File: config.mk
export PLATFORM = sky130hd
export DESIGN_NAME = gpu_pixel_writer
export DESIGN_NICKNAME = d
export VERILOG_FILES = /design/src/rtl/gpu_pixel_writer.sv
export SDC_FILE = /design/constraint.sdc
export NUM_CORES = 1
export LEC_CHECK = 0
export BUFFER_PORTS_ARGS = -buffer_cell sky130_fd_sc_hd__buf_4
export CORE_MARGIN = 1.5
export CORE_UTILIZATION = 50
export CTS_BUF_LIST = sky130_fd_sc_hd__clkbuf_2 sky130_fd_sc_hd__clkbuf_4 sky130_fd_sc_hd__clkbuf_8
export DETAILED_ROUTE_END_ITERATION = 8
export PLACE_DENSITY = 0.68
export SLEW_MARGIN = 20
export SYNTH_ARGS = -nofsm -noshare
export SYNTH_HDL_FRONTEND = slang
export SYNTH_SLANG_ARGS = --single-unit
File: constraint.sdc
create_clock -name clk -period 8.2 [get_ports clk]
set_input_delay 0.41 -clock clk [delete_from_list [all_inputs] [get_ports clk]]
set_output_delay 0.41 -clock clk [all_outputs]
set_load 0.01 [all_outputs]
File: src/rtl/gpu_pixel_writer.sv
// ============================================================================
// Module      : gpu_pixel_writer
// Description : Buffers rasterizer points in a FIFO and issues one framebuffer
//               write per point over a req/ack handshake. Define
//               GPU_PIXWR_CLIP_EN to discard off-screen points and count them.
// Revision    : 1.0 - initial release
// ============================================================================
`default_nettype none

module gpu_pixel_writer #(
    parameter int WIDTH_BITS   = 10,
    parameter int HEIGHT_BITS  = 9,
    parameter int WIDTH        = 640,
    parameter int HEIGHT       = 480,
    parameter int ADDR_BITS    = 19,
    parameter int BASE_ADDR    = 0,
    parameter int CHANNEL_BITS = 8,
    parameter int FIFO_DEPTH   = 8
) (
    input  logic                      clk,
    input  logic                      rst,
    input  logic                      pix_valid,
    input  logic [WIDTH_BITS-1:0]     pix_x,
    input  logic [HEIGHT_BITS-1:0]    pix_y,
    input  logic [3*CHANNEL_BITS-1:0] pix_color,
    input  logic                      pix_last,
    output logic                      pix_ready,
    output logic                      mem_req,
    output logic [ADDR_BITS-1:0]      mem_addr,
    output logic [3*CHANNEL_BITS-1:0] mem_data,
    input  logic                      mem_ack,
    output logic                      busy_o,
`ifdef GPU_PIXWR_CLIP_EN
    output logic [15:0]               clip_cnt,
`endif
    output logic                      done_o
);

    localparam int c_PTR_BITS   = $clog2(FIFO_DEPTH);
    localparam int c_COLOR_BITS = 3 * CHANNEL_BITS;
    // Wide enough that y*WIDTH + x + BASE_ADDR never wraps before truncation.
    localparam int c_CALC_BITS  = ADDR_BITS + WIDTH_BITS + HEIGHT_BITS + 2;

    if ((FIFO_DEPTH < 2) || ((FIFO_DEPTH & (FIFO_DEPTH - 1)) != 0) ||
        (WIDTH > (1 << WIDTH_BITS)) || (HEIGHT > (1 << HEIGHT_BITS))) begin : g_bad_params
        $error("gpu_pixel_writer: illegal parameter combination");
    end

    typedef struct packed {
        logic [WIDTH_BITS-1:0]   x;
        logic [HEIGHT_BITS-1:0]  y;
        logic [c_COLOR_BITS-1:0] color;
        logic                    last;
    } point_t;

    typedef enum logic [0:0] {
        S_IDLE  = 1'b0,
        S_WRITE = 1'b1
    } state_t;

    point_t                r_fifo [FIFO_DEPTH];
    logic [c_PTR_BITS:0]   r_wr_ptr;
    logic [c_PTR_BITS:0]   r_rd_ptr;
    state_t                r_state;
    state_t                w_next_state;
    logic                  r_cur_last;
    logic                  w_empty;
    logic                  w_full;
    logic                  w_push;
    logic                  w_pop;
    logic                  w_load;
    logic                  w_clip_pop;
    logic                  w_ack;
    logic                  w_keep;
    point_t                w_head;
    logic [c_CALC_BITS-1:0] w_addr_wide;

    assign w_empty = (r_wr_ptr == r_rd_ptr);
    assign w_full  = (r_wr_ptr[c_PTR_BITS] != r_rd_ptr[c_PTR_BITS]) &&
                     (r_wr_ptr[c_PTR_BITS-1:0] == r_rd_ptr[c_PTR_BITS-1:0]);
    assign w_push  = pix_valid && !w_full;
    assign w_head  = r_fifo[r_rd_ptr[c_PTR_BITS-1:0]];
    assign w_ack   = (r_state == S_WRITE) && mem_ack;

    assign w_addr_wide = c_CALC_BITS'(w_head.y) * c_CALC_BITS'(WIDTH)
                       + c_CALC_BITS'(w_head.x) + c_CALC_BITS'(BASE_ADDR);

`ifdef GPU_PIXWR_CLIP_EN
    // Underflowed coordinates arrive as large unsigned values and fail here too.
    assign w_keep = (c_CALC_BITS'(w_head.x) < c_CALC_BITS'(WIDTH)) &&
                    (c_CALC_BITS'(w_head.y) < c_CALC_BITS'(HEIGHT));
`else
    assign w_keep = 1'b1;
`endif

    assign w_clip_pop = w_pop && !w_keep;

    always_comb begin
        w_next_state = r_state;
        w_pop        = 1'b0;
        w_load       = 1'b0;
        case (r_state)
            S_IDLE: begin
                if (!w_empty) begin
                    w_pop = 1'b1;
                    if (w_keep) begin
                        w_load       = 1'b1;
                        w_next_state = S_WRITE;
                    end
                end
            end
            S_WRITE: begin
                if (mem_ack) begin
                    w_next_state = S_IDLE;
                    if (!w_empty) begin
                        w_pop = 1'b1;
                        if (w_keep) begin
                            w_load       = 1'b1;
                            w_next_state = S_WRITE;
                        end
                    end
                end
            end
            default: w_next_state = S_IDLE;
        endcase
    end

    always_ff @(posedge clk) begin
        if (w_push) begin
            r_fifo[r_wr_ptr[c_PTR_BITS-1:0]] <= {pix_x, pix_y, pix_color, pix_last};
        end
    end

    always_ff @(posedge clk or posedge rst) begin
        if (rst) begin
            r_wr_ptr   <= '0;
            r_rd_ptr   <= '0;
            r_state    <= S_IDLE;
            r_cur_last <= 1'b0;
            mem_addr   <= '0;
            mem_data   <= '0;
            done_o     <= 1'b0;
        end else begin
            r_state <= w_next_state;
            if (w_push) begin
                r_wr_ptr <= r_wr_ptr + 1'b1;
            end
            if (w_pop) begin
                r_rd_ptr <= r_rd_ptr + 1'b1;
            end
            if (w_load) begin
                mem_addr   <= w_addr_wide[ADDR_BITS-1:0];
                mem_data   <= w_head.color;
                r_cur_last <= w_head.last;
            end
            // Retiring write and retiring clipped point can coincide; one pulse covers both.
            done_o <= (w_ack && r_cur_last) || (w_clip_pop && w_head.last);
        end
    end

`ifdef GPU_PIXWR_CLIP_EN
    logic [15:0] r_clip_cnt;

    always_ff @(posedge clk or posedge rst) begin
        if (rst) begin
            r_clip_cnt <= '0;
        end else if (w_clip_pop && (r_clip_cnt != 16'hFFFF)) begin
            r_clip_cnt <= r_clip_cnt + 16'd1;
        end
    end

    assign clip_cnt = r_clip_cnt;
`endif

    assign pix_ready = !w_full;
    assign mem_req   = (r_state == S_WRITE);
    assign busy_o    = !w_empty || mem_req;

endmodule

`default_nettype wire

==> out/metrics.yaml <==
die:
  dieArea_sq_mm: 0.0327
  chipWidth_microns: 181
  initial_utilization_pct: 51.2
  num_rows: 64
  ios: 95
  die_y_microns: 181
  coreArea_sq_mm: 0.0308
clock_network:
  cts_hold_buf: 0
  clk_latency_ns: 0.58
  cts.htree.levels: 3
  tritoncts: "built"
  clkTransAtPathRegs_ns: 0.06
  cts_resized: 0
  cts.sinks: 406
  cts_buffers: 66
  post_cts_buffers: 0
  cts_root_buffer: "clkbuf_8"
  clk_path_buf_depth: 3
grt:
  grt_pass1_wl_microns: 47200
  antenna_found_initial: 1
  grt_overflow: 0
  grt_max_degree: 69
  groute.usage.overall_pct: 19.4
  grt_pass1_vias: 8091
timing:
  timing.hold.ws_ns: 0.0590
  tightest_slew_ns: 1.05
  fin_skew_ns: 0.0321
  fmax_mhz: 220
  finalCritPeriodShare_pct: 55.4
  slew_headroom_pct: 29.7
  fin_tns_setup_ns: 0
  fin_ws_ns: 3.66
  finalCriticalPeriod_ns: 4.54
  setup_viol: 0
  slew_violations: 0
  hold_viol_final: 0
  rsz0062_at_grt: "false"
place:
  pre_cts_slack_ns: 3.61
  dpl-instance-area_sq_mm: 0.0170
  hpwl_microns: 16800
  post-place-cells: 1251
  place.gp.congestion: 0.774
  io_buffers: 94
setup_path:
  cp.required_ns: 8.69
  critical_path_class: "flop to flop"
  critPathMaxFanout: 44
  critPathLaunchType: "flop"
  end_kind: "flop"
  worstPathArrival_ns: 5.03
synthesis:
  synth_ff_type: "edfxtp_1"
  ys_types: 43
  ys_ff_latch: 406
  synth.avg_cell_area_sq_um: 20.2
  synthCells: 782
  synth_edf_count: 352
  synthTopCellsByArea: "edfxtp_1, mux4_2, dfrtp_1"
  syn_area_sq_mm: 0.0158
  syn_nets: 851
  ys_seq_area_share_pct: 75.5
  synthDominantCellAreaShare_pct: 66.9
  synth_async_sr_flop_share_pct: 13.3
  synth.largest_area_cell: "edfxtp_1"
  yosysWarnings: 0
final_layout:
  diodes: 0
  fin_cells: 1372
  fill_cells: 2216
  finish.utilization_pct: 59.7
  syn2layout_area_growth_pct: 16.5
  multi_input_area_sq_mm: 0.00376
  drive_above_1_share_pct: 33.6
  finalNetCount: 993
  regArea_sq_mm: 0.0119
  fin_area_sq_mm: 0.0184
detailed_routing:
  drt-total-wl_microns: 30100
  final_antenna_net_count: 0
  vias: 7603
  wl_per_cell_microns: 22.0
  dr.first_iter.drc_count: 639
  via_per_inst: 5.54
  drcViolationCount: 0
  drt_first_pass_iters: 5
power_and_ir_drop:
  total_power_mw: 7.43
  powerDensity_mw_per_mm2: 404
  cellLeakagePower_nw: 6.43
  irDropWorstVdd_uv: 287
run:
  maxCapViolations: 0
hold_path:
  hp-class: "input port to flop"
status:
  outcome: "complete, no violations"
worst max-delay path, stage by stage, from the launching register on:
cell,delay (ns)
dfrtp_4,0.57
buf_4,0.73
mux4_2,0.59
mux2_2,0.29
ha_1,0.32
fa_1,0.41
a211oi_1,0.37
nor2_1,0.11
xor2_1,0.34
nand4_1,0.21
or3_1,0.38
a21oi_1,0.12
power by group:
| group | switching (mW) | internal, mW |
|---|---|---|
| clock | 0.759 | 0.973 |
| combinational | 1.56 | 1.27 |
| sequential | 0.173 | 2.69 |
Yosys cell counts (2+ instances only):
cell type and count:
o21ai_1 41, nand2b_1 4, a21oi_1 5, nand3_1 2, mux2i_1 34, nor2_1 17, a31oi_1 2, xor2_1 12
a21o_1 2, nand4_1 3, dfrtp_1 54, nor2b_1 2, o31ai_1 2, o21ai_0 4, nand2_1 54, nor3_1 2
mux4_2 87, o211ai_1 3, fa_1 2, ha_1 19, buf_2 14, clkbuf_1 20, inv_1 5, a211oi_1 2
or3_1 4, xnor2_1 10, edfxtp_1 352, mux2_2 9
sequential cells by signal, indices dropped and copies added, names as in the netlist:
register,count
done_o,1
mem_addr,19
mem_data,24
mem_req,1
r_cur_last,1
r_fifo,352
r_rd_ptr,4
r_wr_ptr,4
final cells by class:
type	instances	area share, %
clock inverter	23	0.782
multi-input combinational	334	20.4
timing repair buffer	111	4.64
tap	396	2.69
inverter	5	0.102
sequential	406	64.8
clock buffer	97	6.51
cells by family after synthesis:
group / share of synthesized area (%)
DFF: 75.5
buffers and inverters: 1.18
muxes: 15.5
and+or+nand+nor: 2.56
adders and majority gates: 1.76
xor gates and xnor gates: 1.22
AOI/OAI and AO/OA: 2.30
final timing paths:
kind                          startpoint  depth (start not counted)            end  slack [ns]
hold reg to reg              mem_data[6]                          2    mem_data[6]        0.48
max in group asynchronous            rst                          3    r_rd_ptr[2]        7.47
min in group asynchronous            rst                          3   mem_data[15]        0.10
setup reg to reg             r_rd_ptr[0]                         11   mem_addr[18]        3.66
hold / removal             pix_color[19]                          1  r_fifo[6][20]        0.06
setup / recovery             r_rd_ptr[0]                         11   mem_addr[18]        3.66
cell usage in the layout, fill, tap and decap left out, types with 3 or more instances in the layout:
cell          n
edfxtp_1    352
buf_4       110
mux4_2       87
clkbuf_8     75
nand2_1      54
dfrtp_1      51
o21ai_1      40
mux2i_1      34
clkbuf_4     22
ha_1         19
clkinv_1     13
xor2_1       12
nor2_1       11
xnor2_1      10
mux2_2        9
nor2_4        6
a21oi_1       5
nand2b_1      4
or3_1         4
inv_1         4
o21ai_0       4
clkinv_2      4
nand4_1       3
o211ai_1      3
clkinvlp_4    3
dfrtp_4       3
metal layers:
metal / wire (microns) / GRT usage [%] / vias to the layer above
li1: - / - / 3444
met1: 13100 / 26.2 / 3913
met2: 14800 / 31.5 / 208
met3: 1840 / 4.70 / 36
met4: 439 / 6.02 / 2
met5: 9 / 0 / -
(Power assumes the default switching activity.)
